$ cat config.mk
export PLATFORM = sky130hd
export DESIGN_NAME = ceres_pbus_bridge_flat
export DESIGN_NICKNAME = d
export VERILOG_FILES = /design/src/rtl/ceres_pbus_bridge_pkg.sv /design/src/rtl/ceres_pbus_bridge_if.sv /design/src/rtl/ceres_pbus_bridge.sv /design/src/flat_wrapper.sv
export SDC_FILE = /design/constraint.sdc
export NUM_CORES = 1
export LEC_CHECK = 0
export ABC_AREA = 1
export CAP_MARGIN = 20
export CORE_AREA = 2 2 262 264
export DETAILED_ROUTE_END_ITERATION = 10
export DIE_AREA = 0 0 264 266
export PLACE_DENSITY = 0.37
export SLEW_MARGIN = 5
export SYNTH_ARGS = -nofsm -noshare
export SYNTH_HDL_FRONTEND = slang
export SYNTH_SLANG_ARGS = --single-unit
$ cat constraint.sdc
create_clock -name clk_i -period 2.6 [get_ports clk_i]
set_input_delay 0.26 -clock clk_i [delete_from_list [all_inputs] [get_ports clk_i]]
set_output_delay 0.26 -clock clk_i [all_outputs]
set_load 0.01 [all_outputs]
$ cat src/rtl/ceres_pbus_bridge_pkg.sv
// Shared types and constants for the peripheral-bus bridge.
// Slot map: UART0, UART1, SPI0, I2C0, GPIO, PWM, Timer, PLIC in 4 KB slots.
package ceres_pbus_bridge_pkg;

  localparam int unsigned PBUS_ADDR_W    = 32;
  localparam int unsigned PBUS_LINE_W    = 128;
  localparam int unsigned PBUS_WORD_W    = 32;
  localparam int unsigned PBUS_STRB_W    = 4;
  localparam int unsigned PBUS_LANES     = 4;
  localparam int unsigned PBUS_OFF_W     = 12;
  localparam int unsigned PBUS_SLOT_W    = 4;
  localparam int unsigned PBUS_MAX_SLOTS = 16;

  localparam logic [PBUS_SLOT_W-1:0] PBUS_UART0 = 4'd0;
  localparam logic [PBUS_SLOT_W-1:0] PBUS_UART1 = 4'd1;
  localparam logic [PBUS_SLOT_W-1:0] PBUS_SPI0  = 4'd2;
  localparam logic [PBUS_SLOT_W-1:0] PBUS_I2C0  = 4'd3;
  localparam logic [PBUS_SLOT_W-1:0] PBUS_GPIO  = 4'd4;
  localparam logic [PBUS_SLOT_W-1:0] PBUS_PWM   = 4'd5;
  localparam logic [PBUS_SLOT_W-1:0] PBUS_TIMER = 4'd6;
  localparam logic [PBUS_SLOT_W-1:0] PBUS_PLIC  = 4'd7;

  typedef enum logic [1:0] {
    PBUS_IDLE   = 2'd0,
    PBUS_SETUP  = 2'd1,
    PBUS_ACCESS = 2'd2,
    PBUS_RESP   = 2'd3
  } pbus_state_e;

  // APB command latched at accept and held through SETUP/ACCESS
  typedef struct packed {
    logic                   write;
    logic [PBUS_OFF_W-1:0]  addr;
    logic [PBUS_WORD_W-1:0] wdata;
    logic [PBUS_STRB_W-1:0] strb;
  } pbus_apb_cmd_t;

  function automatic logic [PBUS_SLOT_W-1:0] pbus_slot(input logic [PBUS_ADDR_W-1:0] addr);
    return addr[15:12];
  endfunction

endpackage

$ cat src/rtl/ceres_pbus_bridge_if.sv
// CPU request/response and APB slot signals of the peripheral-bus bridge.
// slave = bridge side, master = CPU wrapper plus peripheral slots.
interface ceres_pbus_bridge_if #(
  parameter int unsigned NUM_SLOTS = 8
) ();
  import ceres_pbus_bridge_pkg::*;

  logic                             req_valid_i;
  logic                             req_sel_i;
  logic [PBUS_ADDR_W-1:0]           req_addr_i;
  logic [PBUS_LINE_W-1:0]           req_data_i;
  logic [PBUS_LINE_W/8-1:0]         req_rw_i;
  logic                             res_valid_o;
  logic [PBUS_LINE_W-1:0]           res_data_o;
  logic [NUM_SLOTS-1:0]             psel_o;
  logic                             penable_o;
  logic                             pwrite_o;
  logic [PBUS_OFF_W-1:0]            paddr_o;
  logic [PBUS_WORD_W-1:0]           pwdata_o;
  logic [PBUS_STRB_W-1:0]           pstrb_o;
  logic [NUM_SLOTS*PBUS_WORD_W-1:0] prdata_i;
  logic [NUM_SLOTS-1:0]             pready_i;
  logic [NUM_SLOTS-1:0]             pslverr_i;
  logic                             bus_err_o;
  logic [PBUS_ADDR_W-1:0]           err_addr_o;

  modport slave (
    input  req_valid_i, req_sel_i, req_addr_i, req_data_i, req_rw_i,
    input  prdata_i, pready_i, pslverr_i,
    output res_valid_o, res_data_o, psel_o, penable_o, pwrite_o,
    output paddr_o, pwdata_o, pstrb_o, bus_err_o, err_addr_o
  );

  modport master (
    output req_valid_i, req_sel_i, req_addr_i, req_data_i, req_rw_i,
    output prdata_i, pready_i, pslverr_i,
    input  res_valid_o, res_data_o, psel_o, penable_o, pwrite_o,
    input  paddr_o, pwdata_o, pstrb_o, bus_err_o, err_addr_o
  );

endinterface

$ cat src/rtl/ceres_pbus_bridge.sv
// CPU uncached request -> APB single-word transfer bridge with slot decode.
// Optional ACCESS timeout enabled by defining CERES_PBUS_TIMEOUT_EN.
module ceres_pbus_bridge
  import ceres_pbus_bridge_pkg::*;
#(
  parameter int unsigned NUM_SLOTS      = 8,
  parameter int unsigned TIMEOUT_CYCLES = 255
) (
  input logic                clk_i,
  input logic                rst_ni,
  ceres_pbus_bridge_if.slave bus
);

  localparam logic [1:0] ST_IDLE   = 2'(PBUS_IDLE);
  localparam logic [1:0] ST_SETUP  = 2'(PBUS_SETUP);
  localparam logic [1:0] ST_ACCESS = 2'(PBUS_ACCESS);
  localparam logic [1:0] ST_RESP   = 2'(PBUS_RESP);

  // An illegal configuration decodes nothing, so every request errors out
  localparam bit CFG_OK = (NUM_SLOTS >= 1) && (NUM_SLOTS <= PBUS_MAX_SLOTS) &&
                          (TIMEOUT_CYCLES >= 1);

  logic [1:0]             state_q, state_d;
  logic [PBUS_ADDR_W-1:0] addr_q, addr_d;
  logic                   is_write_q, is_write_d;
  pbus_apb_cmd_t          cmd_q, cmd_d;
  logic [NUM_SLOTS-1:0]   psel_q, psel_d;
  logic                   penable_q, penable_d;
  logic                   res_valid_q, res_valid_d;
  logic [PBUS_LINE_W-1:0] res_data_q, res_data_d;
  logic                   bus_err_q, bus_err_d;
  logic [PBUS_ADDR_W-1:0] err_addr_q, err_addr_d;

`ifdef CERES_PBUS_TIMEOUT_EN
  localparam int unsigned TMO_W = (TIMEOUT_CYCLES > 255) ? $clog2(TIMEOUT_CYCLES + 1) : 8;
  logic [TMO_W-1:0] tmo_q, tmo_d;
  logic             tmo_hit;
  assign tmo_hit = (32'(tmo_q) + 32'd1) >= TIMEOUT_CYCLES;
`endif

  logic                   accept;
  logic                   req_unmapped;
  logic [PBUS_SLOT_W-1:0] req_slot;
  logic [1:0]             lane;
  logic [PBUS_STRB_W-1:0] lane_strb;
  logic [PBUS_WORD_W-1:0] lane_data;
  logic [PBUS_WORD_W-1:0] sel_rdata;
  logic                   sel_ready;
  logic                   sel_err;

  // Request decode: slot, mapping and the 32-bit lane picked by addr[3:2]
  always_comb begin
    accept       = bus.req_valid_i & bus.req_sel_i;
    req_slot     = pbus_slot(bus.req_addr_i);
    req_unmapped = (|bus.req_addr_i[23:16]) || (32'(req_slot) >= NUM_SLOTS) || !CFG_OK;
    lane         = bus.req_addr_i[3:2];
    lane_strb    = bus.req_rw_i[{lane, 2'b00} +: PBUS_STRB_W];
    lane_data    = bus.req_data_i[{lane, 5'b00000} +: PBUS_WORD_W];
  end

  // Only the addressed slot's ready/error/data are ever looked at
  always_comb begin
    sel_rdata = '0;
    sel_ready = 1'b0;
    sel_err   = 1'b0;
    for (int unsigned i = 0; i < NUM_SLOTS; i++) begin
      if (pbus_slot(addr_q) == PBUS_SLOT_W'(i)) begin
        sel_rdata = bus.prdata_i[i*PBUS_WORD_W +: PBUS_WORD_W];
        sel_ready = bus.pready_i[i];
        sel_err   = bus.pslverr_i[i];
      end
    end
  end

  always_comb begin
    state_d     = state_q;
    addr_d      = addr_q;
    is_write_d  = is_write_q;
    cmd_d       = cmd_q;
    res_valid_d = 1'b0;
    res_data_d  = '0;
    bus_err_d   = 1'b0;
    err_addr_d  = err_addr_q;
    psel_d      = '0;
`ifdef CERES_PBUS_TIMEOUT_EN
    tmo_d       = tmo_q;
`endif

    case (state_q)
      ST_IDLE: begin
        if (accept) begin
          addr_d     = bus.req_addr_i;
          is_write_d = |bus.req_rw_i;
          if (req_unmapped) begin
            state_d     = ST_RESP;
            res_valid_d = 1'b1;
            bus_err_d   = 1'b1;
            err_addr_d  = bus.req_addr_i;
          end else begin
            state_d     = ST_SETUP;
            cmd_d.write = |lane_strb;
            cmd_d.addr  = {bus.req_addr_i[PBUS_OFF_W-1:2], 2'b00};
            cmd_d.wdata = lane_data;
            cmd_d.strb  = lane_strb;
`ifdef CERES_PBUS_TIMEOUT_EN
            tmo_d       = '0;
`endif
          end
        end
      end
      ST_SETUP: state_d = ST_ACCESS;
      ST_ACCESS: begin
        if (sel_ready) begin
          state_d     = ST_RESP;
          res_valid_d = 1'b1;
          if (sel_err) begin
            bus_err_d  = 1'b1;
            err_addr_d = addr_q;
          end else if (!is_write_q) begin
            res_data_d = {PBUS_LANES{sel_rdata}};
          end
        end
`ifdef CERES_PBUS_TIMEOUT_EN
        else if (tmo_hit) begin
          state_d     = ST_RESP;
          res_valid_d = 1'b1;
          bus_err_d   = 1'b1;
          err_addr_d  = addr_q;
        end else begin
          tmo_d = tmo_q + TMO_W'(1);
        end
`endif
      end
      ST_RESP: state_d = ST_IDLE;
      default: state_d = ST_IDLE;
    endcase

    if ((state_d == ST_SETUP) || (state_d == ST_ACCESS)) begin
      for (int unsigned i = 0; i < NUM_SLOTS; i++) begin
        psel_d[i] = (pbus_slot(addr_d) == PBUS_SLOT_W'(i));
      end
    end
    penable_d = (state_d == ST_ACCESS);
  end

  always_ff @(posedge clk_i or negedge rst_ni) begin
    if (!rst_ni) begin
      state_q     <= ST_IDLE;
      addr_q      <= '0;
      is_write_q  <= 1'b0;
      cmd_q       <= '0;
      psel_q      <= '0;
      penable_q   <= 1'b0;
      res_valid_q <= 1'b0;
      res_data_q  <= '0;
      bus_err_q   <= 1'b0;
      err_addr_q  <= '0;
`ifdef CERES_PBUS_TIMEOUT_EN
      tmo_q       <= '0;
`endif
    end else begin
      state_q     <= state_d;
      addr_q      <= addr_d;
      is_write_q  <= is_write_d;
      cmd_q       <= cmd_d;
      psel_q      <= psel_d;
      penable_q   <= penable_d;
      res_valid_q <= res_valid_d;
      res_data_q  <= res_data_d;
      bus_err_q   <= bus_err_d;
      err_addr_q  <= err_addr_d;
`ifdef CERES_PBUS_TIMEOUT_EN
      tmo_q       <= tmo_d;
`endif
    end
  end

  assign bus.res_valid_o = res_valid_q;
  assign bus.res_data_o  = res_data_q;
  assign bus.psel_o      = psel_q;
  assign bus.penable_o   = penable_q;
  assign bus.pwrite_o    = cmd_q.write;
  assign bus.paddr_o     = cmd_q.addr;
  assign bus.pwdata_o    = cmd_q.wdata;
  assign bus.pstrb_o     = cmd_q.strb;
  assign bus.bus_err_o   = bus_err_q;
  assign bus.err_addr_o  = err_addr_q;

endmodule
$ cat src/flat_wrapper.sv
// flat-port wrapper written by rule: the top's interface ports become plain ports
module ceres_pbus_bridge_flat import ceres_pbus_bridge_pkg::*;
#(
  parameter int unsigned NUM_SLOTS      = 8,
  parameter int unsigned TIMEOUT_CYCLES = 255
)
  (clk_i, rst_ni, bus_req_valid_i, bus_req_sel_i, bus_req_addr_i, bus_req_data_i, bus_req_rw_i, bus_prdata_i, bus_pready_i, bus_pslverr_i, bus_res_valid_o, bus_res_data_o, bus_psel_o, bus_penable_o, bus_pwrite_o, bus_paddr_o, bus_pwdata_o, bus_pstrb_o, bus_bus_err_o, bus_err_addr_o);
  ceres_pbus_bridge_if #(.NUM_SLOTS(NUM_SLOTS)) bus_i ();
  input logic clk_i;
  input logic rst_ni;
  input wire logic [$bits(bus_i.req_valid_i)-1:0] bus_req_valid_i;
  input wire logic [$bits(bus_i.req_sel_i)-1:0] bus_req_sel_i;
  input wire logic [$bits(bus_i.req_addr_i)-1:0] bus_req_addr_i;
  input wire logic [$bits(bus_i.req_data_i)-1:0] bus_req_data_i;
  input wire logic [$bits(bus_i.req_rw_i)-1:0] bus_req_rw_i;
  input wire logic [$bits(bus_i.prdata_i)-1:0] bus_prdata_i;
  input wire logic [$bits(bus_i.pready_i)-1:0] bus_pready_i;
  input wire logic [$bits(bus_i.pslverr_i)-1:0] bus_pslverr_i;
  output wire logic [$bits(bus_i.res_valid_o)-1:0] bus_res_valid_o;
  output wire logic [$bits(bus_i.res_data_o)-1:0] bus_res_data_o;
  output wire logic [$bits(bus_i.psel_o)-1:0] bus_psel_o;
  output wire logic [$bits(bus_i.penable_o)-1:0] bus_penable_o;
  output wire logic [$bits(bus_i.pwrite_o)-1:0] bus_pwrite_o;
  output wire logic [$bits(bus_i.paddr_o)-1:0] bus_paddr_o;
  output wire logic [$bits(bus_i.pwdata_o)-1:0] bus_pwdata_o;
  output wire logic [$bits(bus_i.pstrb_o)-1:0] bus_pstrb_o;
  output wire logic [$bits(bus_i.bus_err_o)-1:0] bus_bus_err_o;
  output wire logic [$bits(bus_i.err_addr_o)-1:0] bus_err_addr_o;
  assign bus_i.req_valid_i = bus_req_valid_i;
  assign bus_i.req_sel_i = bus_req_sel_i;
  assign bus_i.req_addr_i = bus_req_addr_i;
  assign bus_i.req_data_i = bus_req_data_i;
  assign bus_i.req_rw_i = bus_req_rw_i;
  assign bus_i.prdata_i = bus_prdata_i;
  assign bus_i.pready_i = bus_pready_i;
  assign bus_i.pslverr_i = bus_pslverr_i;
  assign bus_res_valid_o = bus_i.res_valid_o;
  assign bus_res_data_o = bus_i.res_data_o;
  assign bus_psel_o = bus_i.psel_o;
  assign bus_penable_o = bus_i.penable_o;
  assign bus_pwrite_o = bus_i.pwrite_o;
  assign bus_paddr_o = bus_i.paddr_o;
  assign bus_pwdata_o = bus_i.pwdata_o;
  assign bus_pstrb_o = bus_i.pstrb_o;
  assign bus_bus_err_o = bus_i.bus_err_o;
  assign bus_err_addr_o = bus_i.err_addr_o;
  ceres_pbus_bridge #(.NUM_SLOTS(NUM_SLOTS), .TIMEOUT_CYCLES(TIMEOUT_CYCLES)) u_core (.clk_i(clk_i), .rst_ni(rst_ni), .bus(bus_i));
endmodule
==> reports/metrics.yaml, run 1 <==
h-tree-depth: 4
r2r_slack_ns: 0.20
grt_pass1_wl_mm: 92.1
syn_avg_cell_area_sq_um: 7.02
path_buf_inv: 2
post_drt_via_cell_ratio: 4.22
ys_warn_count: 0
yosys-top-cells-area: "dfrtp_1, nand2_1, o21ai_0, buf_4, nand3_1"
vdd_drop_max_mv: 0.512
min_period_over_period: 0.923
clk_path_buf_depth: 2
portBuffers: 669
status: "finished, final reports clean"
row_count: 96
syn-instance-count: 1408
firstDrtPassIters: 5
grt_pass1_vias: 12400
r2r_cells: 8
cts-root-buf: "clkbuf_16"
route.detailed.drc: 0
drive_gt1_frac: 0.0492
num_vias: 12000
finalSetupViolCount: 0
final_common_cell: "clkdlybuf4s50_1"
rsz0062_at_grt: "false"
crit_type: "register to register"
clk_latency_ns: 0.49
ys_types: 27
tightest_slew_ns: 0.853
ant_nets: 0
core-area_sq_um: 67700
place_congestion: 0.890
ys_ff_latch: 157
cap_viol_max_count: 0
p_total_mw: 12.6
cp_num_cells: 8
synth-seq-area-share: 0.397
cts_setup_buffers: 0
final_cell_mix: "clkdlybuf4s50_1, nand2_1, o21ai_0, dfrtp_1, nor2_1"
start_util: 0.146
final_nets: 2395
slowest_delay_ns: 0.52
initialDrtViolationCount: 558
critPathLaunchType: "register"
hpwlAfterDp_mm: 52.5
finalWorstSetupSlack_ns: 0.201
crit_path_max_fanout: 30
relSlewSlack: 0.431
cts_sinks: 157
wl_per_cell_microns: 23.1
hold_class: "primary input to asynchronous set/reset pin"
netlist_area_sq_um: 9890
endpoint_kind: "register"
post-place-ws_ns: -0.00537
yosys.area.top_type: "dfrtp_1"
required_ns: 2.97
fmax_mhz: 417
maxSlewViolCount: 0
die_x_microns: 264
fin_skew_ns: 0.0158
leakagePower_nw: 7.27
cts_tree: "built"
grt_max_degree: 66
antenna_found_initial: 22
cpMaxStageDelayCell: "dfrtp_1"
synth_top_area_frac: 0.397
crit_arrival_ns: 2.77
pin_count: 672
pwr_density_cell_nw_per_um2: 713
crit_chain: "nand2_1, nor3_2, buf_12, inv_1, o21ai_0, nand4_1, o211ai_1, nor2_1"
wirelength_mm: 65.6
die_area_sq_um: 70200
period_needed_ns: 2.40
path_clk_slew_ns: 0.07
die_h_microns: 266
grt_remaining_overflow: 0
cp_top_family: "simple AND/OR/NAND/NOR gates"
cts_buffers: 17
finalHoldViolations: 0
track_usage: 0.184
syn2layout_area_growth_pct: 78.6
[per-layer routing]
layer  wire [microns]  part of all wire  track usage
met5              154            0.0023            0
met4             2530             0.038       0.0805
met3             6090             0.093       0.0745
met2            33600              0.51        0.334
met1            23300              0.36        0.185
[cell usage after synthesis (all sizes together)]
master  count
o21ai     157
dfrtp     157
o211ai     29
or2         5
buf       125
o22ai      38
nor2      125
nor4        4
inv        59
nand4      65
nand3     105
clkbuf     73
clkinv      1
ha          3
a21boi      1
conb        1
a32o        2
a21oi      61
nand2     392
nor3        5
[worst paths after layout]
| check | startpoint | to |
|---|---|---|
| worst max-delay path | u_core.addr_q[12] | u_core.bus.res_data_o[124] |
| worst min-delay path | rst_ni | u_core.bus.res_data_o[95] |
| worst max register to register | u_core.addr_q[12] | u_core.bus.res_data_o[124] |
| max in group asynchronous | rst_ni | u_core.bus.pwdata_o[20] |
| worst min register to register | u_core.bus.err_addr_o[16] | u_core.bus.err_addr_o[16] |
| min in group clk_i | bus_req_addr_i[1] | u_core.addr_q[1] |
[sequential cells by signal (all words and copies together) (netlist names)]
| register | count |
|---|---|
| u_core.bus.pwrite_o | 1 |
| u_core.bus.pwdata_o | 32 |
| u_core.is_write_q | 1 |
| u_core.addr_q | 32 |
| u_core.bus.pstrb_o | 4 |
| u_core.bus.penable_o | 1 |
| u_core.bus.res_valid_o | 1 |
| u_core.state_q | 2 |
| u_core.bus.res_data_o | 32 |
| u_core.bus.paddr_o | 10 |
| u_core.bus.bus_err_o | 1 |
| u_core.bus.psel_o | 8 |
| u_core.bus.err_addr_o | 32 |
[final cells by class]
class,instances,area [sq um]
flip-flops and latches,157,3930
repair buffers,710,7150
multi-input cells,994,4630
clock inverters,14,168
well taps,882,1100
clock buffers,18,429
diodes,6,15.0
fillers,7451,50100
inverters,60,225
[report_power, final]
group	internal (mW)	leakage, nW	total, mW	switching (mW)
logic	2.52	4.90	6.57	4.05
clock network	1.37	0.293	2.69	1.31
registers	2.99	2.08	3.33	0.339
[per-stage QoR]
step	hold slack (ns)	instance area [sq um]	util	instances	setup TNS, ns
2_1_floorplan	-0.0356	9890	-	1409	0
3_3_place_gp	0.239	17000	0.251	2802	0
3_5_place_dp	0.241	17000	0.251	2802	-0.00803
4_1_cts	0.265	17600	0.260	2835	0
5_1_grt	0.279	17700	0.261	2838	0
6_report	0.273	17700	0.261	2841	0
[cells by family (layout without fill, tap and decap cells)]
| group | after synthesis | in the layout | synth area share |
|---|---|---|---|
| and+or+nand+nor | 701 | 701 | 0.301 |
| AOI/OAI and AO/OA | 288 | 288 | 0.159 |
| adders and majority gates | 3 | 3 | 0.00380 |
| DFF | 157 | 157 | 0.397 |
| other | 1 | 8 | 0.000379 |
| buffers and inverters | 258 | 802 | 0.138 |
[worst reg2reg max path: cells and delay by family, from the launching register on]
family	cells	cell delay [ns]
AOI/OAI and AO/OA	2	0.63
buffers and inverters	2	0.48
DFF	1	0.52
and+or+nand+nor	4	0.65
[what timing repair did]
action                                  CTS  global route
endpoints found under the hold margin    44             0
hold buffers                              1             0
gates resized for setup                   0             5
endpoints found under the setup margin    0            47
Power figures use the tool's default switching activity.
==> run 2: changes to the inputs <==
--- a/config.mk
+++ b/config.mk
@@ -10,6 +10,7 @@
 export CORE_AREA = 2 2 262 264
 export DETAILED_ROUTE_END_ITERATION = 10
 export DIE_AREA = 0 0 264 266
+export GPL_TIMING_DRIVEN = 1
 export PLACE_DENSITY = 0.37
 export SLEW_MARGIN = 5
 export SYNTH_ARGS = -nofsm -noshare
==> results of run 2 <==
Final layout, timing and power as in run 1 (identical DEF).
